===== config.mk =====
export PLATFORM = sky130hd
export DESIGN_NAME = axi_wr_arbiter
export DESIGN_NICKNAME = d
export VERILOG_FILES = /design/src/rtl/axi_wr_arbiter.sv
export SDC_FILE = /design/constraint.sdc
export NUM_CORES = 1
export LEC_CHECK = 0
export CAP_MARGIN = 20
export CORE_MARGIN = 2
export CORE_UTILIZATION = 31
export DETAILED_ROUTE_END_ITERATION = 16
export HOLD_SLACK_MARGIN = 0.08
export PLACE_DENSITY = 0.8
export SLEW_MARGIN = 20
export SYNTH_ARGS = -nofsm -noshare
export SYNTH_HDL_FRONTEND = slang
export SYNTH_SLANG_ARGS = --single-unit

===== constraint.sdc =====
create_clock -name aclk -period 1.5 [get_ports aclk]
set_input_delay 0.3 -clock aclk [delete_from_list [all_inputs] [get_ports aclk]]
set_output_delay 0.3 -clock aclk [all_outputs]
set_load 0.05 [all_outputs]

===== src/rtl/axi_wr_arbiter.sv =====
`default_nettype none
// ============================================================================
// Module   : axi_wr_arbiter
// Brief    : Shares one AXI write address/data master port between NUM_M
//            requesters. One AW is accepted at a time, forwarded registered,
//            and the W channel is then locked to the granted requester until
//            the beat count reaches the forwarded awlen.
//            Round-robin by default; define AXI_ARB_FIXED_PRIO_EN for fixed
//            priority (lowest index wins, pointer held at 0).
// Revision : 1.0 - initial release
// ============================================================================
module axi_wr_arbiter #(
    parameter int NUM_M      = 2,
    parameter int ADDR_WIDTH = 32,
    parameter int DATA_WIDTH = 32
) (
    input  logic                         aclk,
    input  logic                         arstn,
    input  logic [NUM_M-1:0]             s_awvalid,
    output logic [NUM_M-1:0]             s_awready,
    input  logic [NUM_M*4-1:0]           s_awid,
    input  logic [NUM_M*ADDR_WIDTH-1:0]  s_awaddr,
    input  logic [NUM_M*8-1:0]           s_awlen,
    input  logic [NUM_M-1:0]             s_wvalid,
    output logic [NUM_M-1:0]             s_wready,
    input  logic [NUM_M*DATA_WIDTH-1:0]  s_wdata,
    input  logic [NUM_M-1:0]             s_wlast,
    output logic                         m_awvalid,
    input  logic                         m_awready,
    output logic [3:0]                   m_awid,
    output logic [ADDR_WIDTH-1:0]        m_awaddr,
    output logic [7:0]                   m_awlen,
    output logic                         m_wvalid,
    input  logic                         m_wready,
    output logic [DATA_WIDTH-1:0]        m_wdata,
    output logic                         m_wlast
);

    localparam int IDXW = (NUM_M > 1) ? $clog2(NUM_M) : 1;

    typedef enum logic [1:0] {
        ST_IDLE = 2'd0,
        ST_ADDR = 2'd1,
        ST_DATA = 2'd2
    } state_t;

    state_t                  r_state;
    state_t                  w_state_nxt;
    logic [IDXW-1:0]         r_ptr;
    logic [IDXW-1:0]         r_g;
    logic [7:0]              r_cnt;
    logic [3:0]              r_awid;
    logic [ADDR_WIDTH-1:0]   r_awaddr;
    logic [7:0]              r_awlen;

    logic [IDXW-1:0]         w_sel;
    logic [IDXW-1:0]         w_idx;
    logic                    w_found;
    logic [3:0]              w_sel_id;
    logic [ADDR_WIDTH-1:0]   w_sel_addr;
    logic [7:0]              w_sel_len;
    logic                    w_g_wvalid;
    logic [DATA_WIDTH-1:0]   w_g_wdata;
    logic                    w_accept;
    logic                    w_wbeat;
    logic                    w_wend;

    // s_wlast is not used for control: the burst ends on the internal count
    logic                    w_unused_wlast;
    assign w_unused_wlast = ^s_wlast;

    assign m_awid   = r_awid;
    assign m_awaddr = r_awaddr;
    assign m_awlen  = r_awlen;

    // Pick the first asserted AW request scanning from the pointer, wrapping
    always_comb begin
        w_found = 1'b0;
        w_sel   = '0;
        w_idx   = '0;
        for (int k = 0; k < NUM_M; k++) begin
            w_idx = IDXW'((int'(r_ptr) + k) % NUM_M);
            for (int j = 0; j < NUM_M; j++) begin
                if (!w_found && (IDXW'(j) == w_idx) && s_awvalid[j]) begin
                    w_found = 1'b1;
                    w_sel   = w_idx;
                end
            end
        end
    end

    // Mux out the selected AW payload and the granted requester's W signals
    always_comb begin
        w_sel_id   = '0;
        w_sel_addr = '0;
        w_sel_len  = '0;
        w_g_wvalid = 1'b0;
        w_g_wdata  = '0;
        for (int k = 0; k < NUM_M; k++) begin
            if (IDXW'(k) == w_sel) begin
                w_sel_id   = s_awid[k*4 +: 4];
                w_sel_addr = s_awaddr[k*ADDR_WIDTH +: ADDR_WIDTH];
                w_sel_len  = s_awlen[k*8 +: 8];
            end
            if (IDXW'(k) == r_g) begin
                w_g_wvalid = s_wvalid[k];
                w_g_wdata  = s_wdata[k*DATA_WIDTH +: DATA_WIDTH];
            end
        end
    end

    assign w_accept = (r_state == ST_IDLE) && w_found;
    assign w_wbeat  = (r_state == ST_DATA) && w_g_wvalid && m_wready;
    assign w_wend   = w_wbeat && (r_cnt == r_awlen);

    // State register
    always_ff @(posedge aclk or negedge arstn) begin
        if (!arstn) begin
            r_state <= ST_IDLE;
        end else begin
            r_state <= w_state_nxt;
        end
    end

    // Next state and all handshake/W-path outputs; s_awready is gated by
    // reset so nothing is offered while the block is held in reset
    always_comb begin
        w_state_nxt = r_state;
        s_awready   = '0;
        s_wready    = '0;
        m_awvalid   = 1'b0;
        m_wvalid    = 1'b0;
        m_wdata     = '0;
        m_wlast     = 1'b0;
        case (r_state)
            ST_IDLE: begin
                for (int k = 0; k < NUM_M; k++) begin
                    s_awready[k] = arstn && w_found && (IDXW'(k) == w_sel);
                end
                if (w_found) begin
                    w_state_nxt = ST_ADDR;
                end
            end
            ST_ADDR: begin
                m_awvalid = 1'b1;
                if (m_awready) begin
                    w_state_nxt = ST_DATA;
                end
            end
            ST_DATA: begin
                m_wvalid = w_g_wvalid;
                m_wdata  = w_g_wdata;
                m_wlast  = (r_cnt == r_awlen);
                for (int k = 0; k < NUM_M; k++) begin
                    s_wready[k] = m_wready && (IDXW'(k) == r_g);
                end
                if (w_wend) begin
                    w_state_nxt = ST_IDLE;
                end
            end
            default: begin
                w_state_nxt = ST_IDLE;
            end
        endcase
    end

    // AW payload capture, grant index and W beat counter
    always_ff @(posedge aclk or negedge arstn) begin
        if (!arstn) begin
            r_awid   <= '0;
            r_awaddr <= '0;
            r_awlen  <= '0;
            r_g      <= '0;
            r_cnt    <= '0;
        end else if (w_accept) begin
            r_awid   <= w_sel_id;
            r_awaddr <= w_sel_addr;
            r_awlen  <= w_sel_len;
            r_g      <= w_sel;
            r_cnt    <= '0;
        end else if (w_wbeat) begin
            // Clear on the final beat so a 256-beat burst never wraps
            r_cnt <= w_wend ? 8'd0 : (r_cnt + 8'd1);
        end
    end

`ifdef AXI_ARB_FIXED_PRIO_EN
    // Fixed priority: the scan always starts at requester 0
    always_ff @(posedge aclk or negedge arstn) begin
        if (!arstn) begin
            r_ptr <= '0;
        end else begin
            r_ptr <= '0;
        end
    end
`else
    // Round-robin: after a burst completes, start the next scan past the winner
    always_ff @(posedge aclk or negedge arstn) begin
        if (!arstn) begin
            r_ptr <= '0;
        end else if (w_wend) begin
            r_ptr <= IDXW'((int'(r_g) + 1) % NUM_M);
        end
    end
`endif

endmodule
`default_nettype wire


==> out/metrics.sh <==
CP_DATA_REQUIRED_TIME_NS=1.74
CRITICALPATHCATEGORY='flip-flop to flip-flop'
CPLARGESTDELAYFAMILY='simple AND/OR/NAND/NOR gates'
DIEHEIGHT_UM=105.8
CRIT_SLOWEST_CELL='sky130_fd_sc_hd__or4_4'
PLACEMENT.IO_BUFFERS=242
YOSYS-TOP-CELLS-AREA='sky130_fd_sc_hd__dfrtp_1 44%, sky130_fd_sc_hd__mux2i_1 24%, sky130_fd_sc_hd__o21ai_0 8.1%'
SYNTH_SEQUENTIAL_AREA_RATIO_PCT=43.61
NUMBER_OF_INSERTED_FILLER_CELLS_IN_THE_FINAL_LAYOUT=367
DRIVE_ABOVE_1_SHARE_PCT=55.86
FINALWEIGHTEDCONGESTION=0.8675
HPWLAFTERDP_UM=10570
FINAL_COUNT_OF_PINS_VIOLATING_MAX_SLEW=0
NUMCLOCKSINKS=56
REGTOREGSTARTPOINT='r_state[0]'
PATH_MAX_FANOUT=6
CTSROOTBUFFERMASTER='sky130_fd_sc_hd__clkbuf_8'
VIOLATIONS='setup timing'
TIMING.FINAL.SETUP_VIOLATIONS=95
POST-ROUTE-PERIOD-UTIL_PCT=131.7
PIN_COUNT_OF_THE_BIGGEST_NET_ENTERING_GLOBAL_ROUTING=46
COMBINED_AREA_OF_THE_MULTI_INPUT_LOGIC_CELLS_SQ_UM=2963
CRITICAL_PATH_ARRIVAL_NS=2.21
CELLS_TRAVERSED_ALONG_THE_WORST_TIMING_PATH='nand3b_1, o32a_1, or4_4, a21oi_2'
FINAL_COMMON_CELL='sky130_fd_sc_hd__clkdlybuf4s50_1'
OVERFLOW=0
POSTROUTEANTENNANETS=0
CLOCK_TREE.BUFFER_DEPTH=2
SYN_AREA_SQ_UM=3213
PLACEDCELLCOUNT=744
ELEMENT_TYPE_AT_THE_CRITICAL_PATH_END='flip-flop'
DRTITER0DRC=280
POST_DRT_WL_PER_CELL_UM=26.67
VIA_PER_INST=5.550
DESIGN.FINAL.NETS=828
DP_WORST_SETUP_SLACK_NS=-0.5377
CLOCK_SLEW_AT_REPORTED_PATH_FFS_NS=0.11
POWER_DENSITY_nW_PER_UM2=2161
SYNTH_WARNINGS=0
CRITPATHLAUNCHTYPE='flip-flop'
ASYNCSETRESETFLOPFRACSYNTH_PCT=100.0
TYPE_OF_THE_TIGHTEST_MIN_DELAY_CHECK='primary input to async pin'
SYNTH_NETS=509
SYNTH.FF_LATCH_COUNT=56
START_UTIL_PCT=31.55
SYN_TO_FINAL_GROWTH_PCT=183.5
SYN_AREA_PER_CELL_SQ_UM=9.286
ROW_COUNT=37
DR_TOTAL_VIAS=4457
FIRST_GLOBAL_VIAS=4655
SETUP_REPAIR_AFTER_GLOBAL_ROUTING_MISSED_ITS_MARGIN='yes'
SYNTH_TOP_AREA_CELL='sky130_fd_sc_hd__dfrtp_1'
CTS_MAX_LEVEL=2
BOUNDARYPINS=245
MAX_SLEW.WORST_PIN.SLEW_NS=0.5972
DIE-WIDTH_UM=105.8
ROUTE.DETAILED.DRC=0
LEAKAGE_nW=3.821
GRT_PASS1_WL_UM=26340
LAYOUT.CELLS.NON_FILLER=803
DESIGN.CORE.AREA_SQ_UM=10180
YOSYSUNIQUECELLTYPES=29
DETAILED_ROUTE_WIRE_LENGTH_UM=21420
CRIT_BUF_INV=0
SEQ_AREA_SQ_UM=1418
CP-STARTPOINT='r_state[0]'
SLEW-LIMIT-HEADROOM_PCT=60.19
CAP_VIOLATIONS=0
GLOBALROUTETOTALUTIL_PCT=31.12
FINCLKSKEW_NS=0.01859
DRT_PRE_ANTENNA_ITERS=5
MAX_FREQ_GHz=0.5061
SYNTH_TOP_AREA_SHARE_PCT=43.61
FINAL_HOLD_VIOL_COUNT=0
RUN_STATUS='finished, violations left'
POWER.IR.VDD_WORST_uV=1238
ANTENNA_VIOLATIONS_BEFORE_REPAIR=1
CLK-INSERTION-DELAY-LATE_NS=0.32
LAYOUT_COMMON_CELLS='156 x sky130_fd_sc_hd__clkdlybuf4s50_1, 99 x sky130_fd_sc_hd__buf_12, 44 x sky130_fd_sc_hd__mux2i_1'
SYNTH_CELLS=346
POST-ROUTE-MIN-PERIOD_NS=1.976
SYNTH_ENABLE_FLOP_CELLS=0
CRIT_PATH_MAX_INCR_DELAY_NS=0.55
SYNTH_TOP_FLOP_CELL='sky130_fd_sc_hd__dfrtp_1'
DESIGN.DIE.AREA_SQ_UM=11190
CTS-BUFFERS-INSERTED=5
SETUP_WS_NS=-0.4758
CLOCK_TREE_FROM_TRITONCTS='built'
==> cell usage after synthesis, types with 3 or more instances <==
master                     count
sky130_fd_sc_hd__mux2i_1      77
sky130_fd_sc_hd__nor2_1       37
sky130_fd_sc_hd__nand3_1       3
sky130_fd_sc_hd__or3_1         6
sky130_fd_sc_hd__dfrtp_1      56
sky130_fd_sc_hd__o21ai_0      52
sky130_fd_sc_hd__inv_1         3
sky130_fd_sc_hd__xnor2_1       9
sky130_fd_sc_hd__nand2_1      49
sky130_fd_sc_hd__buf_2         7
sky130_fd_sc_hd__a21oi_1       7
sky130_fd_sc_hd__o31ai_1       3
sky130_fd_sc_hd__clkbuf_1     16
==> repair_timing <==
action                                  CTS  global route
hold buffers                              1             0
endpoints found under the hold margin    11             0
setup buffers                            28            12
pin swaps                                59            53
endpoints found under the setup margin   94            95
cloned                                   18             3
resized for setup                       204           106
==> final cells by class <==
cell class,instances,share of cell area (%)
Sequential cell,56,15.56
Antenna cell,1,0.02747
Tap cell,136,1.868
Clock buffer,7,0.8379
Timing Repair Buffer,334,48.97
Inverter,3,0.1511
Clock inverter,1,0.05495
Multi-Input combinational cell,265,32.53
==> sequential cells by signal, summed over array words and instances, names as in the netlist <==
register and cells:
r_ptr 1, m_awaddr 32, r_state 2, m_awid 4, r_cnt 8, m_awlen 8
r_g 1
==> path summary, 6_finish.rpt <==
kind,to,slack [ns],cells after the start
max reg2reg,r_cnt[5],-0.48,4
max in group asynchronous,r_ptr,0.71,3
min,m_awaddr[13],0.18,2
max,r_cnt[5],-0.48,4
min in group aclk,m_awaddr[4],0.55,2
min reg2reg,m_awaddr[4],0.55,2
==> worst reg2reg max path, stage by stage, from the launching register on <==
cell and delay (ns):
sky130_fd_sc_hd__dfrtp_2 0.49, sky130_fd_sc_hd__nand3b_1 0.33, sky130_fd_sc_hd__o32a_1 0.33, sky130_fd_sc_hd__or4_4 0.55, sky130_fd_sc_hd__a21oi_2 0.19
==> per-layer routing <==
layer | vias up | GRT usage, % | share of wire [%]
li1 | 1856 | - | -
met1 | 2217 | 31.70 | 34
met2 | 297 | 56.91 | 53
met3 | 87 | 7.669 | 7.6
met4 | 0 | 18.89 | 5.3
met5 | - | 0 | 0
==> through the flow <==
| stage | area, sq um | setup TNS [ns] | total power [mW] | utilization (%) | hold slack [ns] |
|---|---|---|---|---|---|
| 5_1_grt | 9109 | -29.12 | 20.23 | 89.43 | 0.2328 |
| 4_1_cts | 8633 | -20.43 | 18.07 | 84.77 | 0.1960 |
| 3_3_place_gp | 7257 | -23.87 | 13.41 | 71.25 | 0.3489 |
| 2_1_floorplan | 3588 | -2.754 | 8.135 | - | 0.004409 |
| 3_5_place_dp | 7257 | -27.33 | 13.66 | 71.25 | 0.3456 |
| 6_report | 9109 | -28.18 | 19.68 | 89.43 | 0.1753 |
==> kinds of logic after synthesis <==
logic type / synth area share [%]
AO/OA/AOI/OAI: 11.10
multiplexers: 23.99
AND/OR/NAND/NOR: 14.80
buffers and inverters: 3.660
flip-flops: 43.61
adder cells (fa/ha/maj): 0.3893
XOR/XNOR: 2.453
==> report_power, final <==
| group | total, mW | switching (mW) | internal, mW |
|---|---|---|---|
| Sequential | 3.16 | 0.978 | 2.18 |
| Combinational | 15.7 | 7.78 | 7.88 |
| Clock | 0.863 | 0.532 | 0.331 |
Note: power is estimated with default switching activity, not from simulation.
